**config.mk**
```make
export PLATFORM = sky130hd
export DESIGN_NAME = serial_tx_arbiter
export DESIGN_NICKNAME = d
export VERILOG_FILES = /design/src/rtl/serial_pkg.sv /design/src/rtl/byte_fifo.sv /design/src/rtl/serial_tx_arbiter.sv
export SDC_FILE = /design/constraint.sdc
export NUM_CORES = 1
export LEC_CHECK = 0
export CORE_ASPECT_RATIO = 0.75
export CORE_UTILIZATION = 50
export CTS_CLUSTER_DIAMETER = 30
export DETAILED_ROUTE_END_ITERATION = 7
export PLACE_DENSITY = 0.73
export SETUP_SLACK_MARGIN = 0.02
export SLEW_MARGIN = 30
export SYNTH_ARGS = -nofsm -noshare
export SYNTH_HDL_FRONTEND = slang
export SYNTH_SLANG_ARGS = --single-unit
```
**constraint.sdc**
```tcl
create_clock -name clock -period 6.25 [get_ports clock]
set_input_delay 1.875 -clock clock [delete_from_list [all_inputs] [get_ports clock]]
set_output_delay 1.875 -clock clock [all_outputs]
set_load 0.05 [all_outputs]
```
**src/rtl/serial_pkg.sv**
```systemverilog
// serial_pkg: shared widths and types for the serial transmit path
package serial_pkg;
    localparam int SERIAL_W = 8;
    localparam int NUM_REQ = 2;
    typedef logic req_id_t;
endpackage

```
**src/rtl/byte_fifo.sv**
```systemverilog
// byte_fifo: circular-buffer FIFO with occupancy counter
// Ports: clock, reset (sync, active-high), push/pop strobes, din in,
// dout = head entry, full/empty flags, occupancy = entries held.
module byte_fifo #(
    parameter int DEPTH = 4,
    parameter int SERIAL_W = 8
) (
    input  logic                      clock,
    input  logic                      reset,
    input  logic                      push,
    input  logic                      pop,
    input  logic [SERIAL_W-1:0]       din,
    output logic [SERIAL_W-1:0]       dout,
    output logic                      full,
    output logic                      empty,
    output logic [$clog2(DEPTH):0]    occupancy
);
    localparam int AW = $clog2(DEPTH);
    logic [SERIAL_W-1:0] mem [DEPTH];
    logic [AW-1:0] rd_ptr, wr_ptr;
    assign dout = mem[rd_ptr];
    assign full = occupancy == (AW+1)'(DEPTH);
    assign empty = occupancy == '0;
    always_ff @(posedge clock)
        if (push) mem[wr_ptr] <= din;
    always_ff @(posedge clock) begin
        if (reset) begin
            rd_ptr <= '0;
            wr_ptr <= '0;
            occupancy <= '0;
        end else begin
            if (push) wr_ptr <= wr_ptr + 1'b1;
            if (pop) rd_ptr <= rd_ptr + 1'b1;
            occupancy <= (push && !pop) ? occupancy + 1'b1 :
                         (pop && !push) ? occupancy - 1'b1 : occupancy;
        end
    end
endmodule

```
**src/rtl/serial_tx_arbiter.sv**
```systemverilog
// serial_tx_arbiter: round-robin share of one serial byte port between two producers
// Ports: clock, reset (sync, active-high); req_data_x/req_valid_x in and
// req_ready_x out per requester (combinational grant); serial_ready_in from
// the sink; registered serial_out, serial_wren_out, busy and tx_count.
module serial_tx_arbiter
    import serial_pkg::*;
#(
    parameter int DEPTH = 4
) (
    input  logic                clock,
    input  logic                reset,
    input  logic [SERIAL_W-1:0] req_data_0,
    input  logic                req_valid_0,
    output logic                req_ready_0,
    input  logic [SERIAL_W-1:0] req_data_1,
    input  logic                req_valid_1,
    output logic                req_ready_1,
    input  logic                serial_ready_in,
    output logic [SERIAL_W-1:0] serial_out,
    output logic                serial_wren_out,
    output logic                busy,
    output logic [15:0]         tx_count
);
    localparam int AW = $clog2(DEPTH);
    logic full, empty, push, pop;
    logic [SERIAL_W-1:0] head;
    logic [AW:0] occupancy, occ_next;
    req_id_t last_grant;
    // full uses pre-pop occupancy, so a same-cycle pop never frees a slot early
    assign req_ready_0 = !reset && !full && req_valid_0 && (!req_valid_1 || last_grant == 1'b1);
    assign req_ready_1 = !reset && !full && req_valid_1 && (!req_valid_0 || last_grant == 1'b0);
    assign push = req_ready_0 || req_ready_1;
    assign pop = !empty && serial_ready_in;
    assign occ_next = occupancy + (AW+1)'(push) - (AW+1)'(pop);
    byte_fifo #(.DEPTH(DEPTH), .SERIAL_W(SERIAL_W)) u_fifo (
        .clock(clock),
        .reset(reset),
        .push(push),
        .pop(pop),
        .din(req_ready_0 ? req_data_0 : req_data_1),
        .dout(head),
        .full(full),
        .empty(empty),
        .occupancy(occupancy)
    );
    always_ff @(posedge clock) begin
        if (reset) begin
            last_grant <= 1'b1;
            serial_out <= '0;
            serial_wren_out <= 1'b0;
            busy <= 1'b0;
            tx_count <= '0;
        end else begin
            if (push) last_grant <= req_ready_1;
            if (pop) serial_out <= head;
            if (pop) tx_count <= tx_count + 1'b1;
            serial_wren_out <= pop;
            busy <= (occ_next != '0) || pop;
        end
    end
endmodule
```
After elaboration in Yosys (flattened, before gate mapping)
Memory sizes are Yosys's and may differ from the RTL's. A register that Yosys moved wholly into a read port is not among the register bits.
Cells that the tools add are included.
{"block": "op_classes", "mul": 0, "shifts": 0, "order_cmp": 0, "mux": 5, "div": 0, "eq_ne": 1, "bitwise": 1, "n_reduce_logical": 22, "addsub": 7}
{"op": "adder 16 x 1 -> 16 bit, second input constant", "n": 1}
{"op": "logical AND 1 bit", "n": 8}
{"op": "2-to-1 mux 8 bit", "n": 1}
{"op": "zero test 1 bit", "n": 7}
{"op": "2-to-1 mux 3 bit", "n": 2}
{"op": "adder 2 x 1 -> 2 bit, second input constant", "n": 2}
{"op": "logical OR 1 bit", "n": 4}
{"op": "adder 3 x 1 -> 3 bit", "n": 1}
{"op": "adder 3 x 1 -> 3 bit, second input constant", "n": 1}
{"op": "== test 3 bit, second input constant", "n": 1}
{"op": "zero test 3 bit", "n": 1}
{"op": "nonzero test 3 bit", "n": 1}
{"op": "subtractor 3 x 1 -> 3 bit", "n": 1}
{"op": "subtractor 3 x 1 -> 3 bit, second input constant", "n": 1}
{"op": "2-to-1 mux 1 bit", "n": 2}
{"op": "nonzero test 2 bit", "n": 1}
{"op": "NOT 1 bit", "n": 1}
{"block": "totals", "n_memories": 1, "word_cells": 44, "latchBits": 0, "out_inout_bits": 28, "mem_bits_rw": 32, "rom_bits": 0, "register_bits": 26}
{"name": "u_fifo.mem", "depth": 4, "word_bits": 8, "rd": 1, "rd_ports_with_merged_regs": 1, "wr": 1, "line_no": "byte_fifo.sv:19", "source": "logic [SERIAL_W-1:0] mem [DEPTH];"}

Logic depth before layout (Yosys ltp)
Gate-level depths: netlist (run 1).
{"block": "logic_depth", "depth_word": 10, "ltp_mapped": 11, "mapped_depth_nobuf": 9}

By module
Synthesis (run 1) repeated with hierarchy kept, for this count alone.
{"block": "hier_totals", "cells_unflattened": 238, "hier_area_um2": 2890.3}
{"module": "byte_fifo", "n_inst": 1, "cells_per_inst": 86, "area_each_um2": 1586.5}
{"module": "serial_tx_arbiter", "n_inst": 1, "cells_per_inst": 152, "area_each_um2": 1303.8}

Worst setup path before layout (run 1)
OpenSTA, ideal clock, no wires.
{"block": "synth_timing", "kind": "input to output", "startpoint": "in reset", "endpoint": "out req_ready_1", "stages": 4, "setup_slack_ns": 1.350, "arrival_time_ns": 3.025, "n_path_buf": 1, "cell_sequence": "clkbuf_1 > a21oi_1 > nand2_1 > a21oi_1"}
{"block": "synth_via", "elab_chain_cells": 4}
{"element": "start, declared", "line_no": "serial_tx_arbiter.sv:11", "source": "input logic reset,"}
{"element": "zero test 1 bit", "line_no": "serial_tx_arbiter.sv:31", "source": "assign req_ready_1 = !reset && !full && req_valid_1 && (!req_valid_0 || last_grant == 1'b0);"}
{"element": "logical AND 1 bit (3 in a row)", "line_no": "serial_tx_arbiter.sv:31"}
{"element": "end, declared", "line_no": "serial_tx_arbiter.sv:17", "source": "output logic req_ready_1,"}
No other way between the ends.

Final worst setup path (run 1)
{"block": "layout_timing", "startpoint": "in reset", "endpoint": "out req_ready_0"}
{"block": "layout_via", "elab_chain_cells": 4}
{"element": "zero test 1 bit", "line_no": "serial_tx_arbiter.sv:30", "source": "assign req_ready_0 = !reset && !full && req_valid_0 && (!req_valid_1 || last_grant == 1'b1);"}
{"element": "logical AND 1 bit (3 in a row)", "line_no": "serial_tx_arbiter.sv:30"}
{"element": "end, declared", "line_no": "serial_tx_arbiter.sv:14", "source": "output logic req_ready_0,"}
No other way between the ends.

==> flow_summary_export.csv, run 1 <==
group,metric,value,unit
outcome,status,"complete, no violations",
routing,postRouteAntennaNets,0,
die,io_pins,49,
clock_tree,clk_pin_slew,0.07,ns
global_routing,antenna_found_initial,0,
sta,finClkSkew,0.0124,ns
routing,drt-initial-drc-count,98,
logic_synthesis,yosys.cell_types.count,34,
worst_setup_path,criticalPathCategory,"in -> out",
logic_synthesis,synthesis.area,0.00284,mm^2
clock_tree,cts_tree,"built",
cells_and_area,seqCellArea,0.00164,mm^2
cells_and_area,fin_cells,365,
clock_tree,root_buffer,"clkbuf_8",
sta,fmax,0.202,GHz
placement,dp_slack,1.35,ns
cells_and_area,finish.utilization,0.666,
cells_and_area,multi_input_area,0.00112,mm^2
routing,firstDrtPassIters,4,
worst_setup_path,endpoint_kind,"output port",
sta,final_hold_viol_count,0,
placement,place_congestion,0.759,
worst_setup_path,crit_arrival,3.08,ns
logic_synthesis,syn_inst,235,
routing,routedWlPerCell,14.7,um
worst_setup_path,startpoint,"reset",
min_path,hold_path.class,"reg -> reg",
clock_tree,postCtsHoldBufs,0,
logic_synthesis,ys_seq_area_frac,0.578,
global_routing,grt_pass1_wl,9070,um
sta,worst_pin_slew,0.811,ns
logic_synthesis,synth-seq-cells,66,
global_routing,grt_usage,0.214,
worst_setup_path,r2r_cells,9,
job,maxCapViolCount,0,
routing,post-route-drc-count,0,
logic_synthesis,syn_nets,266,
die,core_area,0.00541,mm^2
clock_tree,cts_made_buffers,9,
sta,fin_ws,1.29,ns
die,start_util,0.525,
power_and_ir_drop,power_density,369,mW/mm^2
cells_and_area,drive_above_1_share,0.138,
global_routing,grt_pass1_vias,1870,
cells_and_area,syn2layout_area_growth,26.8,%
cells_and_area,final_nets,316,
power_and_ir_drop,ir_drop,0.232,mV
clock_tree,cts_setup_buffers,0,
sta,period_minus_slack,4.96,ns
die,die_h,67.3,um
routing,via_count,1909,
global_routing,grt_remaining_overflow,0,
sta,timing.hold.ws,0.455,ns
sta,rsz0062_at_grt,"no",
sta,setup_viol,0,
clock_tree,clkLatencyLatePin,0.35,ns
die,die-area,0.00599,mm^2
worst_setup_path,rrSetupSlack,2.78,ns
cells_and_area,final_cell_area,0.00360,mm^2
min_path,hold_depth,2,
logic_synthesis,yosys_warnings,0,
cells_and_area,n_fill_cell,439,
power_and_ir_drop,leakagePower,1.22,nW
placement,placed_area,0.00340,mm^2
routing,via_per_inst,5.23,
clock_tree,clkSinkCount,66,
worst_setup_path,r2r_start,"u_fifo.occupancy[2]",
sta,finalMaxSlewViolations,0,
placement,dp.cells,349,
worst_setup_path,start_kind,"primary input",
clock_tree,htreeDepth,3,
sta,tns,0,ns
worst_setup_path,cp_max_fo,10,
placement,dpl.hpwl,3550,um
worst_setup_path,crit_required,4.38,ns
worst_setup_path,crit_end,"req_ready_0",
sta,slew_headroom,0.459,
placement,portBuffers,48,
die,die_w,89.0,um
clock_tree,clk_path_buf_depth,2,
logic_synthesis,syn_avg_cell_area,12.1,um^2
clock_tree,cts_resized,0,
cells_and_area,antenna_cells,0,
routing,wl,5350,um
global_routing,grt_max_degree,36,
power_and_ir_drop,power,1.33,mW
sta,post-route-period-util,0.793,
worst_setup_path,r2r_end,"busy",
die,rows,23,
-- state kept, by name (all words and copies together) (netlist names), 2 cells and up --
register / count
u_fifo.occupancy: 3
serial_out: 8
tx_count: 16
u_fifo.mem: 32
u_fifo.rd_ptr: 2
u_fifo.wr_ptr: 2
-- Yosys cell counts --
cell type | number | area share
buf_2 | 3 | 0.0053
nand2_1 | 22 | 0.029
ha_1 | 8 | 0.035
mux2i_1 | 2 | 0.0071
nand3_1 | 5 | 0.0088
nand4_4 | 1 | 0.0075
a211oi_1 | 1 | 0.0026
and2_1 | 4 | 0.0088
fa_1 | 2 | 0.014
inv_1 | 11 | 0.015
clkbuf_2 | 1 | 0.0018
or3_2 | 1 | 0.0026
a21o_1 | 1 | 0.0026
nor3_1 | 6 | 0.011
xor2_1 | 6 | 0.019
buf_1 | 1 | 0.0013
nor4_1 | 4 | 0.0088
nand4_1 | 4 | 0.0088
a21oi_1 | 18 | 0.032
clkbuf_1 | 6 | 0.0079
dfxtp_1 | 34 | 0.24
o311ai_1 | 1 | 0.0031
mux4_2 | 8 | 0.063
nor2_1 | 21 | 0.028
xnor2_1 | 12 | 0.037
or4_4 | 1 | 0.0040
edfxtp_1 | 32 | 0.34
or3_1 | 3 | 0.0066
nand2b_1 | 1 | 0.0022
clkinv_1 | 1 | 0.0013
o31ai_4 | 1 | 0.0075
and3_1 | 1 | 0.0022
o21ai_0 | 4 | 0.0071
mux2_2 | 8 | 0.032
-- critical path, cell delays in order --
cell	delay, ns
clkdlybuf4s50_1	0.44
a21oi_1	0.19
and3_1	0.20
buf_4	0.21
buf_12	0.16
-- logic make-up after synthesis --
| logic type | after synthesis | synth area share |
|---|---|---|
| and+or+nand+nor | 74 | 0.128 |
| DFF | 66 | 0.578 |
| AOI/OAI and AO/OA | 26 | 0.0547 |
| buffers and inverters | 23 | 0.0322 |
| xor gates and xnor gates | 18 | 0.0555 |
| muxes | 18 | 0.102 |
| adders and majority gates | 10 | 0.0494 |
-- where the power goes --
group	internal, mW	leakage (nW)	switching, mW
logic	0.181	0.558	0.230
clock network	0.183	0.0893	0.157
registers	0.515	0.569	0.0644
total	0.879	1.22	0.451
-- metal layers --
layer / GRT usage / routed length (um) / vias to the layer above
met2: 0.345 / 2550 / 48
met5: 0 / 0 / -
met1: 0.271 / 2420 / 918
met4: 0.0615 / 52 / 0
met3: 0.0807 / 325 / 7
li1: - / - / 936
-- placed cells by master (no fill, tap or decap), drive strengths merged, types with 8 or more instances in the layout --
cell type	count
mux4	8
mux2	8
edfxtp	32
clkdlybuf4s50	46
inv	11
nor2	21
xnor2	12
a21oi	18
ha	8
dfxtp	34
nand2	22
clkbuf	11
-- how the worst min path moves through the flow --
stage	from	end	slack [ns]
2_1_floorplan	last_grant	last_grant	0.50
3_3_place_gp	serial_out[3]	serial_out[3]	0.44
5_1_grt	serial_out[3]	serial_out[3]	0.49
4_1_cts	serial_out[4]	serial_out[4]	0.46
3_5_place_dp	serial_out[4]	serial_out[4]	0.45
6_report	serial_out[3]	serial_out[3]	0.46
-- final cells by class --
cell class,instances,area share
flip-flops and latches,66,0.456
multi-input cells,146,0.311
repair buffers,50,0.143
clock buffers,11,0.0365
well taps,75,0.0261
clock inverters,5,0.0153
inverters,12,0.0125
Power figures use the tool's default switching activity.
==> run 2, diff against run 1 <==
Settings changed: CORE_UTILIZATION 50 to 47, PLACE_DENSITY 0.73 to 0.72.
Clock period 6.25 ns to 4.2 ns, I/O delays scaled along.
==> run 2 against run 1 <==
Effect of this change: combinational power rose by 52%; utilization fell by 4.6 points; setup slack worse by 0.73 ns; critical path type unchanged; highest routed layer unchanged.
==> flow_summary_export.csv, run 2 (same netlist as run 1, synthesis figures left out) <==
group,metric,value,unit
outcome,status,"complete, no violations",
worst_setup_path,r2r_start,"u_fifo.occupancy[1]",
clock_tree,clkLatencyLatePin,0.34,ns
cells_and_area,multi_input_area,0.00111,mm^2
global_routing,grt_usage,0.182,
clock_tree,clk_pin_slew,0.06,ns
cells_and_area,antenna_cells,0,
sta,timing.hold.ws,0.453,ns
clock_tree,cts_tree,"built",
worst_setup_path,crit_arrival,2.37,ns
routing,drt-initial-drc-count,73,
placement,dpl.hpwl,3680,um
clock_tree,cts_setup_buffers,0,
clock_tree,cts_resized,0,
routing,wl_met2,2600,um
cells_and_area,largestRegisters,"u_fifo.mem: 32 flops, tx_count: 16 flops, serial_out: 8 flops",
cells_and_area,drive_above_1_share,0.147,
power_and_ir_drop,pwr-share-clk,0.235,
sta,rsz0062_at_grt,"no",
worst_setup_path,cp_max_fo,2,
die,die_w,91.7,um
placement,place_congestion,0.746,
sta,finClkSkew,0.00885,ns
min_path,hp-start,"serial_out[0]",
cells_and_area,syn2layout_area_growth,27.1,%
power_and_ir_drop,ir_drop,0.341,mV
cells_and_area,final_common_cell,"clkdlybuf4s50_1",
worst_setup_path,criticalPathCategory,"in -> out",
global_routing,grt_remaining_overflow,0,
global_routing,grt_max_degree,36,
cells_and_area,final_cell_mix,"46 x clkdlybuf4s50_1, 34 x dfxtp_1, 32 x edfxtp_1",
sta,worst_pin_slew,0.652,ns
global_routing,antenna_found_initial,0,
worst_setup_path,endpoint_kind,"output port",
routing,via_count,1917,
routing,post-route-drc-count,0,
sta,period_minus_slack,3.63,ns
power_and_ir_drop,leakagePower,1.23,nW
worst_setup_path,crit_required,2.94,ns
clock_tree,clk_path_buf_depth,2,
sta,slew_headroom,0.565,
job,maxCapViolCount,0,
cells_and_area,regMostFlops,"u_fifo.mem",
global_routing,grt_pass1_wl,8580,um
placement,portBuffers,48,
sta,final_hold_viol_count,0,
die,core_area,0.00583,mm^2
power_and_ir_drop,pwr-share-seq,0.443,
routing,wl,5300,um
die,die_h,69.3,um
worst_setup_path,start_kind,"primary input",
cells_and_area,n_fill_cell,472,
die,die-area,0.00636,mm^2
routing,firstDrtPassIters,4,
global_routing,grt_pass1_vias,1782,
routing,highest_layer,"met4",
worst_setup_path,startpoint,"reset",
power_and_ir_drop,power_switching_share,0.345,
clock_tree,cts_made_buffers,9,
sta,fmax,0.275,GHz
routing,wl_met3,245,um
placement,placed_area,0.00343,mm^2
clock_tree,root_buffer,"clkbuf_8",
power_and_ir_drop,power_density,539,mW/mm^2
cells_and_area,largest_reg_flops,32,
cells_and_area,seqCellArea,0.00164,mm^2
cells_and_area,final_cell_area,0.00361,mm^2
routing,via_per_inst,5.17,
clock_tree,clkSinkCount,66,
routing,routedWlPerCell,14.3,um
die,rows,24,
clock_tree,postCtsHoldBufs,0,
die,start_util,0.487,
clock_tree,htreeDepth,3,
sta,finalMaxSlewViolations,0,
cells_and_area,final_nets,319,
die,io_pins,49,
power_and_ir_drop,p_comb_frac,0.322,
power_and_ir_drop,switchingPower,0.671,mW
routing,wl_met1,2390,um
placement,dp_slack,0.486,ns
power_and_ir_drop,p_int,1.27,mW
sta,fin_ws,0.567,ns
min_path,hold_path.class,"reg -> reg",
sta,setup_viol,0,
sta,post-route-period-util,0.865,
routing,postRouteAntennaNets,0,
sta,tns,0,ns
run 2: changes by cell type in the layout (fill, tap and decap cells not counted):
cell and change:
clkinv_2 +1, clkbuf_8 +1, buf_4 +3, bufinv_16 -1, a211oi_1 +1, a211oi_2 -1
clkbuf_1 -1
run 2: worst paths after layout:
check | slack, ns | endpoint | cells after the start
setup reg to reg | 1.79 | u_fifo.occupancy[2] | 8
setup / recovery | 0.57 | req_ready_1 | 5
hold / removal | 0.45 | serial_out[0] | 2
hold reg to reg | 0.45 | serial_out[0] | 2
run 2: power by group through the flow:
stage	Combinational (mW)	Sequential, mW	Clock, mW
global route	0.683	0.877	0.498
global placement	0.609	0.870	0
CTS	0.634	0.864	0.470
finish	0.626	0.862	0.456
floorplan	0.382	0.933	0
detailed placement	0.629	0.877	0
run 2: metrics by stage:
stage,util,std cells,total power [mW]
final,0.619,371,1.95
after global routing,0.619,371,2.06
after CTS,0.618,371,1.97
after detailed placement,0.588,355,1.51
after global placement,0.588,355,1.48
after floorplan,-,235,1.31
run 2: routing by layer:
layer  up-vias  track usage
li1        938            -
met1       927        0.228
met2        47        0.289
met3         5       0.0614
met4         0       0.0816
met5         -            0
run 2: area by class of cell:
type | count | area share
Clock buffer | 11 | 0.0392
Clock inverter | 5 | 0.00832
Inverter | 12 | 0.0125
Multi-Input combinational cell | 146 | 0.309
Sequential cell | 66 | 0.455
Tap cell | 78 | 0.0271
Timing Repair Buffer | 53 | 0.149
run 2: worst max-delay path, stage by stage:
cell and delay (ns):
clkdlybuf4s50_1 0.45, a21oi_1 0.16, nand2_1 0.09, a21oi_1 0.23, buf_12 0.18
